**src/rtl/divider.sv**
```systemverilog
// Multi-cycle restoring radix-2 divider for DIV/DIVU: one quotient bit per cycle,
// sign fix-up on completion, result held while start stays high.
module divider #(
  parameter int DATA_W = 32
) (
  input  logic                  clk,
  input  logic                  rst,
  input  logic                  start,
  input  logic                  signed_div,
  input  logic [DATA_W-1:0]     opv1,
  input  logic [DATA_W-1:0]     opv2,
  input  logic                  cancel,
  output logic [2*DATA_W-1:0]   result,
  output logic                  ready,
  output logic                  busy
);

  localparam int CNT_W = $clog2(DATA_W) + 1;

  typedef enum logic [1:0] {IDLE, DIVZERO, RUN, DONE} state_t;

  state_t              state_q;
  logic [CNT_W-1:0]    cnt_q;
  logic [DATA_W-1:0]   rem_q, quo_q, div_q;
  logic                negq_q, negr_q;
  logic                ready_q, busy_q;
  logic [2*DATA_W-1:0] result_q;

  logic [DATA_W:0]     r_sh, diff;
  logic [DATA_W-1:0]   rem_d, quo_d, q_fix, r_fix, abs1, abs2;

  always_comb begin
    // Shift the next dividend bit into the partial remainder and trial-subtract.
    // r_sh < 2*div_q, so the difference always fits DATA_W+1 bits signed.
    r_sh  = {rem_q, quo_q[DATA_W-1]};
    diff  = r_sh - {1'b0, div_q};
    rem_d = diff[DATA_W] ? r_sh[DATA_W-1:0] : diff[DATA_W-1:0];
    quo_d = {quo_q[DATA_W-2:0], ~diff[DATA_W]};
    q_fix = negq_q ? (~quo_q + 1'b1) : quo_q;
    r_fix = negr_q ? (~rem_q + 1'b1) : rem_q;
    abs1  = (signed_div && opv1[DATA_W-1]) ? (~opv1 + 1'b1) : opv1;
    abs2  = (signed_div && opv2[DATA_W-1]) ? (~opv2 + 1'b1) : opv2;
  end

  always_ff @(posedge clk) begin
    if (rst) begin
      state_q  <= IDLE;
      cnt_q    <= '0;
      rem_q    <= '0;
      quo_q    <= '0;
      div_q    <= '0;
      negq_q   <= 1'b0;
      negr_q   <= 1'b0;
      ready_q  <= 1'b0;
      busy_q   <= 1'b0;
      result_q <= '0;
    end else if (cancel) begin
      state_q  <= IDLE;
      cnt_q    <= '0;
      ready_q  <= 1'b0;
      busy_q   <= 1'b0;
      result_q <= '0;
    end else begin
      case (state_q)
        IDLE: begin
          if (start) begin
            negq_q  <= signed_div & (opv1[DATA_W-1] ^ opv2[DATA_W-1]);
            negr_q  <= signed_div & opv1[DATA_W-1];
            quo_q   <= abs1;
            div_q   <= abs2;
            rem_q   <= '0;
            cnt_q   <= '0;
            busy_q  <= 1'b1;
            state_q <= (opv2 == '0) ? DIVZERO : RUN;
          end
        end
        DIVZERO: begin
          // One stall cycle, then one more edge before the zero result is presented.
          if (cnt_q == '0) begin
            busy_q <= 1'b0;
            cnt_q  <= cnt_q + 1'b1;
          end else begin
            result_q <= '0;
            ready_q  <= 1'b1;
            state_q  <= DONE;
          end
        end
        RUN: begin
          if (cnt_q == CNT_W'(DATA_W)) begin
            result_q <= {r_fix, q_fix};
            ready_q  <= 1'b1;
            busy_q   <= 1'b0;
            state_q  <= DONE;
          end else begin
            rem_q <= rem_d;
            quo_q <= quo_d;
            cnt_q <= cnt_q + 1'b1;
          end
        end
        DONE: begin
          if (!start) begin
            ready_q  <= 1'b0;
            result_q <= '0;
            cnt_q    <= '0;
            state_q  <= IDLE;
          end
        end
        default: state_q <= IDLE;
      endcase
    end
  end

  assign result = result_q;
  assign ready  = ready_q;
  assign busy   = busy_q;

endmodule
```
**config.mk**
```make
export PLATFORM = sky130hd
export DESIGN_NAME = divider
export DESIGN_NICKNAME = d
export VERILOG_FILES = /design/src/rtl/divider.sv
export SDC_FILE = /design/constraint.sdc
export NUM_CORES = 1
export LEC_CHECK = 0
export CORE_MARGIN = 3
export CORE_UTILIZATION = 53
export CTS_BUF_LIST = sky130_fd_sc_hd__clkbuf_8
export DETAILED_ROUTE_END_ITERATION = 8
export GPL_ROUTABILITY_DRIVEN = 0
export GPL_TIMING_DRIVEN = 0
export PLACE_DENSITY = 0.89
export SYNTH_ARGS = -nofsm -noshare
export SYNTH_HDL_FRONTEND = slang
export SYNTH_SLANG_ARGS = --single-unit
```
**constraint.sdc**
```tcl
create_clock -name clk -period 3.2 [get_ports clk]
set_input_delay 0.64 -clock clk [delete_from_list [all_inputs] [get_ports clk]]
set_output_delay 0.64 -clock clk [all_outputs]
set_load 0.03 [all_outputs]
```
Word-level counts from Yosys, hierarchy flattened
Index checks and enable logic that the tools add are counted.
W data, S select, Z words.
{"block": "word_totals", "ff_bits": 172, "in_bits": 69, "out_inout_bits": 66, "wordCells": 84}
{"block": "classes", "add_sub_neg": 6, "eq_ne": 10, "muxes": 34, "bitwise": 9, "n_reduce_logical": 15}
{"op": "$mux W32", "count": 9}
{"op": "$mux W64", "count": 3}
{"op": "$pmux W64 S3", "count": 1}
{"op": "$add A32 B1 Y32 const B", "count": 4}
{"op": "$not A32 Y32", "count": 4}
{"op": "$pmux W32 S2", "count": 2}
{"op": "$sub A33 B32 Y33", "count": 1}
{"op": "$logic_not A32 Y1", "count": 1}
{"op": "$mux W6", "count": 4}
{"op": "$pmux W6 S4", "count": 1}
{"op": "$reduce_and A4 Y1", "count": 5}
{"op": "$ne A2 B2 Y1 const B", "count": 6}
{"op": "$mux W2", "count": 5}
{"op": "$pmux W2 S4", "count": 1}
{"op": "$add A6 B1 Y6 const B", "count": 1}
{"op": "$eq A6 B6 Y1 const B", "count": 1}
{"op": "$logic_not A6 Y1", "count": 1}
{"op": "$mux W1", "count": 6}
{"op": "$pmux W1 S3", "count": 2}
{"op": "$reduce_bool A3 Y1", "count": 2}
{"op": "$eq A2 B2 Y1 const B", "count": 2}
{"op": "$reduce_and A3 Y1", "count": 1}
{"op": "$and A1 B1 Y1", "count": 2}
{"op": "$eq A2 B1 Y1 const B", "count": 1}
{"op": "other kinds (6)", "count": 8}

Longest topological paths before layout
Gate-level depths: netlist of the first run.
{"block": "depth", "depth_word": 5, "ltp_mapped": 13, "mapped_depth_nobuf": 12}

Worst setup path after synthesis of the first run
Ideal clock, no wire load.
{"block": "synth_timing", "kind": "input to register", "from": "input port opv2[0]", "to": "register div_q[30]", "setup_time_ns": 0.070, "arrival_time_ns": 3.054, "required_ns": 3.130, "setup_slack_ns": 0.076, "path_stages": 11, "n_path_buf": 0, "cell_sequence": "inv_1 > ha_1 > or3b_4 > or4_4 > nor3_4 > nand2_2 > or4_4 > o31ai_4 > xnor2_1 > nand2_1 > a21oi_1"}
{"block": "synth_between", "elab_chain_cells": 3}
{"element": "from (decl)", "line_no": "11", "source": "input logic [DATA_W-1:0] opv2,"}
{"element": "$not A32 Y32", "line_no": "42", "source": "abs2 = (signed_div && opv2[DATA_W-1]) ? (~opv2 + 1'b1) : opv2;"}
{"element": "$add A32 B1 Y32", "line_no": "42"}
{"element": "$mux W32", "line_no": "42"}
{"element": "to (signal assigned)", "line_no": "70", "source": "div_q <= abs2;"}
{"element": "to (decl)", "line_no": "24", "source": "logic [DATA_W-1:0] rem_q, quo_q, div_q;"}
No other way between the ends.
A chain may end at the register's enable or synchronous reset.

Final worst setup path of the first run
{"block": "layout_timing", "from": "register rem_q[7]", "to": "register rem_q[21]"}
{"block": "layout_between", "elab_chain_cells": 4}
{"element": "from (decl)", "line_no": "24"}
{"element": "from (signal assigned)", "line_no": "95", "source": "rem_q <= rem_d;"}
{"element": "$sub A33 B32 Y33", "line_no": "36", "source": "diff = r_sh - {1'b0, div_q};"}
{"element": "$mux W32", "line_no": "37", "source": "rem_d = diff[DATA_W] ? r_sh[DATA_W-1:0] : diff[DATA_W-1:0];"}
{"element": "$mux W32", "line_no": "89", "source": "if (cnt_q == CNT_W'(DATA_W)) begin"}
{"element": "$pmux W32 S2", "line_no": "64", "source": "case (state_q)"}
No other way between the ends. The select of a mux whose other input is x is not followed.

==> qor_table.md, run 1 <==
| Quantity | Reported | Unit |
| --- | --- | --- |
| Post-detailed-route DRC marker count | 0 | - |
| Register bit total from synthesis | 172 | - |
| Post-synthesis adder-cell area fraction | 0.0513 | - |
| Delay of the slowest cell on the worst path | 600 | ps |
| Clock tree from TritonCTS | built | - |
| Number of filler instances in the final layout | 1690 | - |
| Compound-Gate Fraction of Synth Area | 0.246 | - |
| Clock tree root driver cell | sky130_fd_sc_hd__clkbuf_8 | - |
| Post-synthesis instance area | 0.0111 | mm² |
| Maximum number of pins on one net before global-route repair | 18 | - |
| Reported max-cap violation count | 0 | - |
| Actual transition at the worst max-transition pin | 1270 | ps |
| DPL Wire Length | 24800 | µm |
| Area share of the largest cell type after synthesis | 0.309 | - |
| Routed len/inst | 16.8 | µm |
| PnR Total Power | 0.00506 | W |
| Combinational family with the most area after synthesis | compound AO/OA/AOI/OAI gates | - |
| Most frequently used flop master after synthesis | sky130_fd_sc_hd__dfxtp_1 | - |
| Cell count after synthesis | 1467 | - |
| Commonest cells post-synth | sky130_fd_sc_hd__nand2_1, sky130_fd_sc_hd__dfxtp_1, sky130_fd_sc_hd__o21ai_0, sky130_fd_sc_hd__nor2_1, sky130_fd_sc_hd__a21oi_1 | - |
| Layout net count | 1740 | - |
| # setup viols final | 0 | - |
| Async set-or-reset flop fraction in the synthesized netlist | 0 | - |
| Crit path capture type | flip-flop | - |
| Overflow after GRT | 0 | - |
| Average instance area after synthesis | 7.59 | µm² |
| Maximum level of the CTS H-tree | 4 | - |
| Post-synthesis share of cell area spent on and, or, nand and nor gates | 0.209 | - |
| Clock slew seen by the registers of the worst setup and hold paths | 100 | ps |
| Worst endpoint required time | 3550 | ps |
| I/O Buffers | 133 | - |
| Final WL | 32100 | µm |
| Run status | finished, final reports clean | - |
| ANT nets after route | 0 | - |
| Worst setup skew after layout | 14.3 | ps |
| Biggest area consumer among synthesized cells | sky130_fd_sc_hd__dfxtp_1 | - |
| Share of the synthesized netlist area taken by xor and xnor gates | 0.113 | - |
| Overall global routing resource usage | 0.271 | - |
| Final Hold Vio Count | 0 | - |
| Worst-case headroom to the max-slew limit | 0.145 | - |
| Family with the most delay on the worst path | compound AO/OA/AOI/OAI gates | - |
| Number of unique standard cell types used by synthesis | 77 | - |
| Final clock period utilization by the worst path | 0.984 | - |
| Crit start category | flip-flop | - |
| Post-Syn Nets | 1581 | - |
| Placed cell areas | 0.0128 | mm² |
| Chain of cells forming the critical path | ha_1 > clkbuf_1 > a21o_1 > o41a_1 > a41oi_2 > o21ai_0 > a2111oi_0 > a31o_2 > o311ai_0 | - |
| Final setup TNS | 0 | ps |
| Syn. warnings | 0 | - |
| Worst hold path class | in -> reg | - |
| Number of buffers inserted for hold repair after clock tree synthesis | 0 | - |
| Count of flip-flops with a built-in enable after synthesis | 0 | - |
| Cell area after layout | 0.0134 | mm² |
| Hold Path Origin | opv2[0] | - |
| Top-level port count | 135 | - |
| Worst IR Drop VDD | 0.207 | mV |
| DRC marker count from the first detailed-route iteration | 1008 | - |
| CTS Buf Count | 17 | - |
| Proportion of synthesized area in mux cells | 0.0207 | - |
| Site row count | 52 | - |
| Minimum clock period after layout | 3150 | ps |
| First-pass GRT wire length | 50500 | µm |
| Top-count cell post-synth | sky130_fd_sc_hd__nand2_1 | - |
| Number of global-route vias before repair | 10326 | - |
| Leakage | 4.85 | nW |
| Vias post-DR | 11383 | - |
| Count of buffering cells on the critical path with inverters included | 1 | - |
| Initial antenna violation count | 0 | - |
| Area contributors post-synth | sky130_fd_sc_hd__dfxtp_1, sky130_fd_sc_hd__nand2_1, sky130_fd_sc_hd__o21ai_0 | - |
| Core region area | 0.0204 | mm² |
| Number of sinks handled by clock tree synthesis | 172 | - |
| Share of cells above drive strength 1 | 0.0647 | - |
| Vias per cell | 5.96 | - |
| Endpoint arrival time on the critical path | 3500 | ps |
| Vertical die dimension | 151 | µm |
| Highest attainable clock frequency | 318 | MHz |
| Maximum fanout encountered on the critical timing path | 7 | - |
| Area enclosed by the die boundary | 0.0228 | mm² |
| Total power density per cell area | 377 | mW/mm² |
| Pre-CTS worst setup slack | -701 | ps |
| Die width | 151 | µm |
| Post-synthesis sequential area ratio | 0.309 | - |
| Number of buffers on the longest clock path | 2 | - |
| Layout overhead on the synthesized area | 20.7 | % |
| Initial core utilization | 0.545 | - |
| Startpoint of the most critical setup path | rem_q[7] | - |
| Setup WS post-layout | 51.5 | ps |
| Number of antenna cells inserted | 0 | - |
| Reg-to-reg setup timing slack | 50 | ps |
| Cell with the biggest individual delay on the critical path | sky130_fd_sc_hd__a2111oi_0 | - |
| Final Hold Slack | 444 | ps |
| Setup Crit Path Kind | reg -> reg | - |
| Count of final max-slew check failures | 0 | - |
| Number of iterations in the first detailed-routing pass | 5 | - |
| Launching point of the worst reg2reg path | rem_q[7] | - |
| Clock latency on the worst-skew pair | 480 | ps |
## metrics by stage
stage,std cells,utilization
finish,1909,0.658
global route,1909,0.658
CTS,1909,0.649
detailed placement,1870,0.627
global placement,1870,0.627
floorplan,1467,-
## cells in the final DEF, fill, tap and decap left out, types with 5 or more instances in the layout
cell type                           n
sky130_fd_sc_hd__nand2_1          236
sky130_fd_sc_hd__dfxtp_1          161
sky130_fd_sc_hd__o21ai_0          139
sky130_fd_sc_hd__clkdlybuf4s50_1  129
sky130_fd_sc_hd__nor2_1           115
sky130_fd_sc_hd__a21oi_1           99
sky130_fd_sc_hd__xnor2_1           75
sky130_fd_sc_hd__clkbuf_1          71
sky130_fd_sc_hd__xor2_1            69
sky130_fd_sc_hd__inv_1             55
sky130_fd_sc_hd__ha_1              42
sky130_fd_sc_hd__nand3_1           35
sky130_fd_sc_hd__a211oi_1          34
sky130_fd_sc_hd__o31ai_1           33
sky130_fd_sc_hd__a22oi_1           24
sky130_fd_sc_hd__mux2i_1           23
sky130_fd_sc_hd__or3_1             21
sky130_fd_sc_hd__clkbuf_8          17
sky130_fd_sc_hd__a21o_1            14
sky130_fd_sc_hd__nand2b_1          14
sky130_fd_sc_hd__nor3_1            13
sky130_fd_sc_hd__buf_4             12
sky130_fd_sc_hd__or4_1             12
sky130_fd_sc_hd__o21a_1            11
sky130_fd_sc_hd__dfxtp_2            9
sky130_fd_sc_hd__nor4_1             8
sky130_fd_sc_hd__o41ai_1            8
sky130_fd_sc_hd__buf_1              7
sky130_fd_sc_hd__and3_1             7
sky130_fd_sc_hd__inv_6              7
sky130_fd_sc_hd__nor2b_1            6
sky130_fd_sc_hd__a311oi_1           5
sky130_fd_sc_hd__or2_2              5
sky130_fd_sc_hd__o211ai_1           5
sky130_fd_sc_hd__a31oi_1            5
## worst paths after layout
kind,to,cells past startpoint
worst min-delay path,div_q[0],3
worst max register to register,rem_q[21],9
worst min register to register,result[1],2
worst max-delay path,rem_q[21],9
## cell families after synthesis
logic type / count (synthesis)
adder cells (fa/ha/maj): 45
buffers and inverters: 145
XOR/XNOR: 144
flip-flops: 172
AO/OA/AOI/OAI: 431
AND/OR/NAND/NOR: 507
multiplexers: 23
## report_power, final
group	switching [W]	internal, W
Clock	0.000888	0.000642
Combinational	0.000753	0.000486
Sequential	0.0000808	0.00221
Total	0.00172	0.00334
## cell type report
class	instances	area [µm²]	share of cell area
Clock buffer	17	234	0.0174
Buffer	84	338	0.0251
Tap cell	270	338	0.0251
Timing Repair Buffer	145	1430	0.106
Clock inverter	15	158	0.0117
Multi-Input combinational cell	1150	7270	0.541
Sequential cell	172	3460	0.258
Inverter	56	210	0.0156
## sequential cells by signal, indices dropped and copies added (netlist names)
name / cells
result: 64
busy: 1
negq_q: 1
quo_q: 32
rem_q: 32
ready: 1
state_q: 2
cnt_q: 6
div_q: 32
negr_q: 1
## metal layers
layer  share of wire  global-route usage
met3            0.10              0.0533
met1            0.43               0.378
met2            0.44               0.421
met5               0                   0
met4           0.025              0.0898
## timing repair
item | CTS | global route
gates resized for setup | 9 | 45
pin swaps | 5 | 10
endpoints found under the setup margin | 47 | 86
buffers inserted | 7 | 5
## worst reg2reg max path, delay by kind of cell, from the launching register on
family | cells | cell delay [ps]
buffers and inverters | 1 | 190
AOI/OAI and AO/OA | 7 | 2060
DFF | 1 | 510
adders and majority gates | 1 | 290
(Power assumes the default switching activity.)
==> run 2, diff against run 1 <==
==> constraint.sdc (replaced) <==
create_clock -name clk -period 3.2 [get_ports clk]
set_input_delay 0.64 -clock clk [delete_from_list [all_inputs] [get_ports clk]]
set_output_delay 0.64 -clock clk [all_outputs]
set_load 0.01 [all_outputs]
==> results of run 2 <==
The final DEF is identical to that of run 1. Status: finished, final reports clean.
==> run 3, diff against run 2 <==
--- a/config.mk
+++ b/config.mk
@@ -8,6 +8,7 @@
 export CORE_MARGIN = 3
 export CORE_UTILIZATION = 53
 export CTS_BUF_LIST = sky130_fd_sc_hd__clkbuf_8
+export CTS_CLUSTER_DIAMETER = 120
 export DETAILED_ROUTE_END_ITERATION = 8
 export GPL_ROUTABILITY_DRIVEN = 0
 export GPL_TIMING_DRIVEN = 0
==> results of run 3 <==
The final DEF is identical to that of run 1. Status: finished, final reports clean.
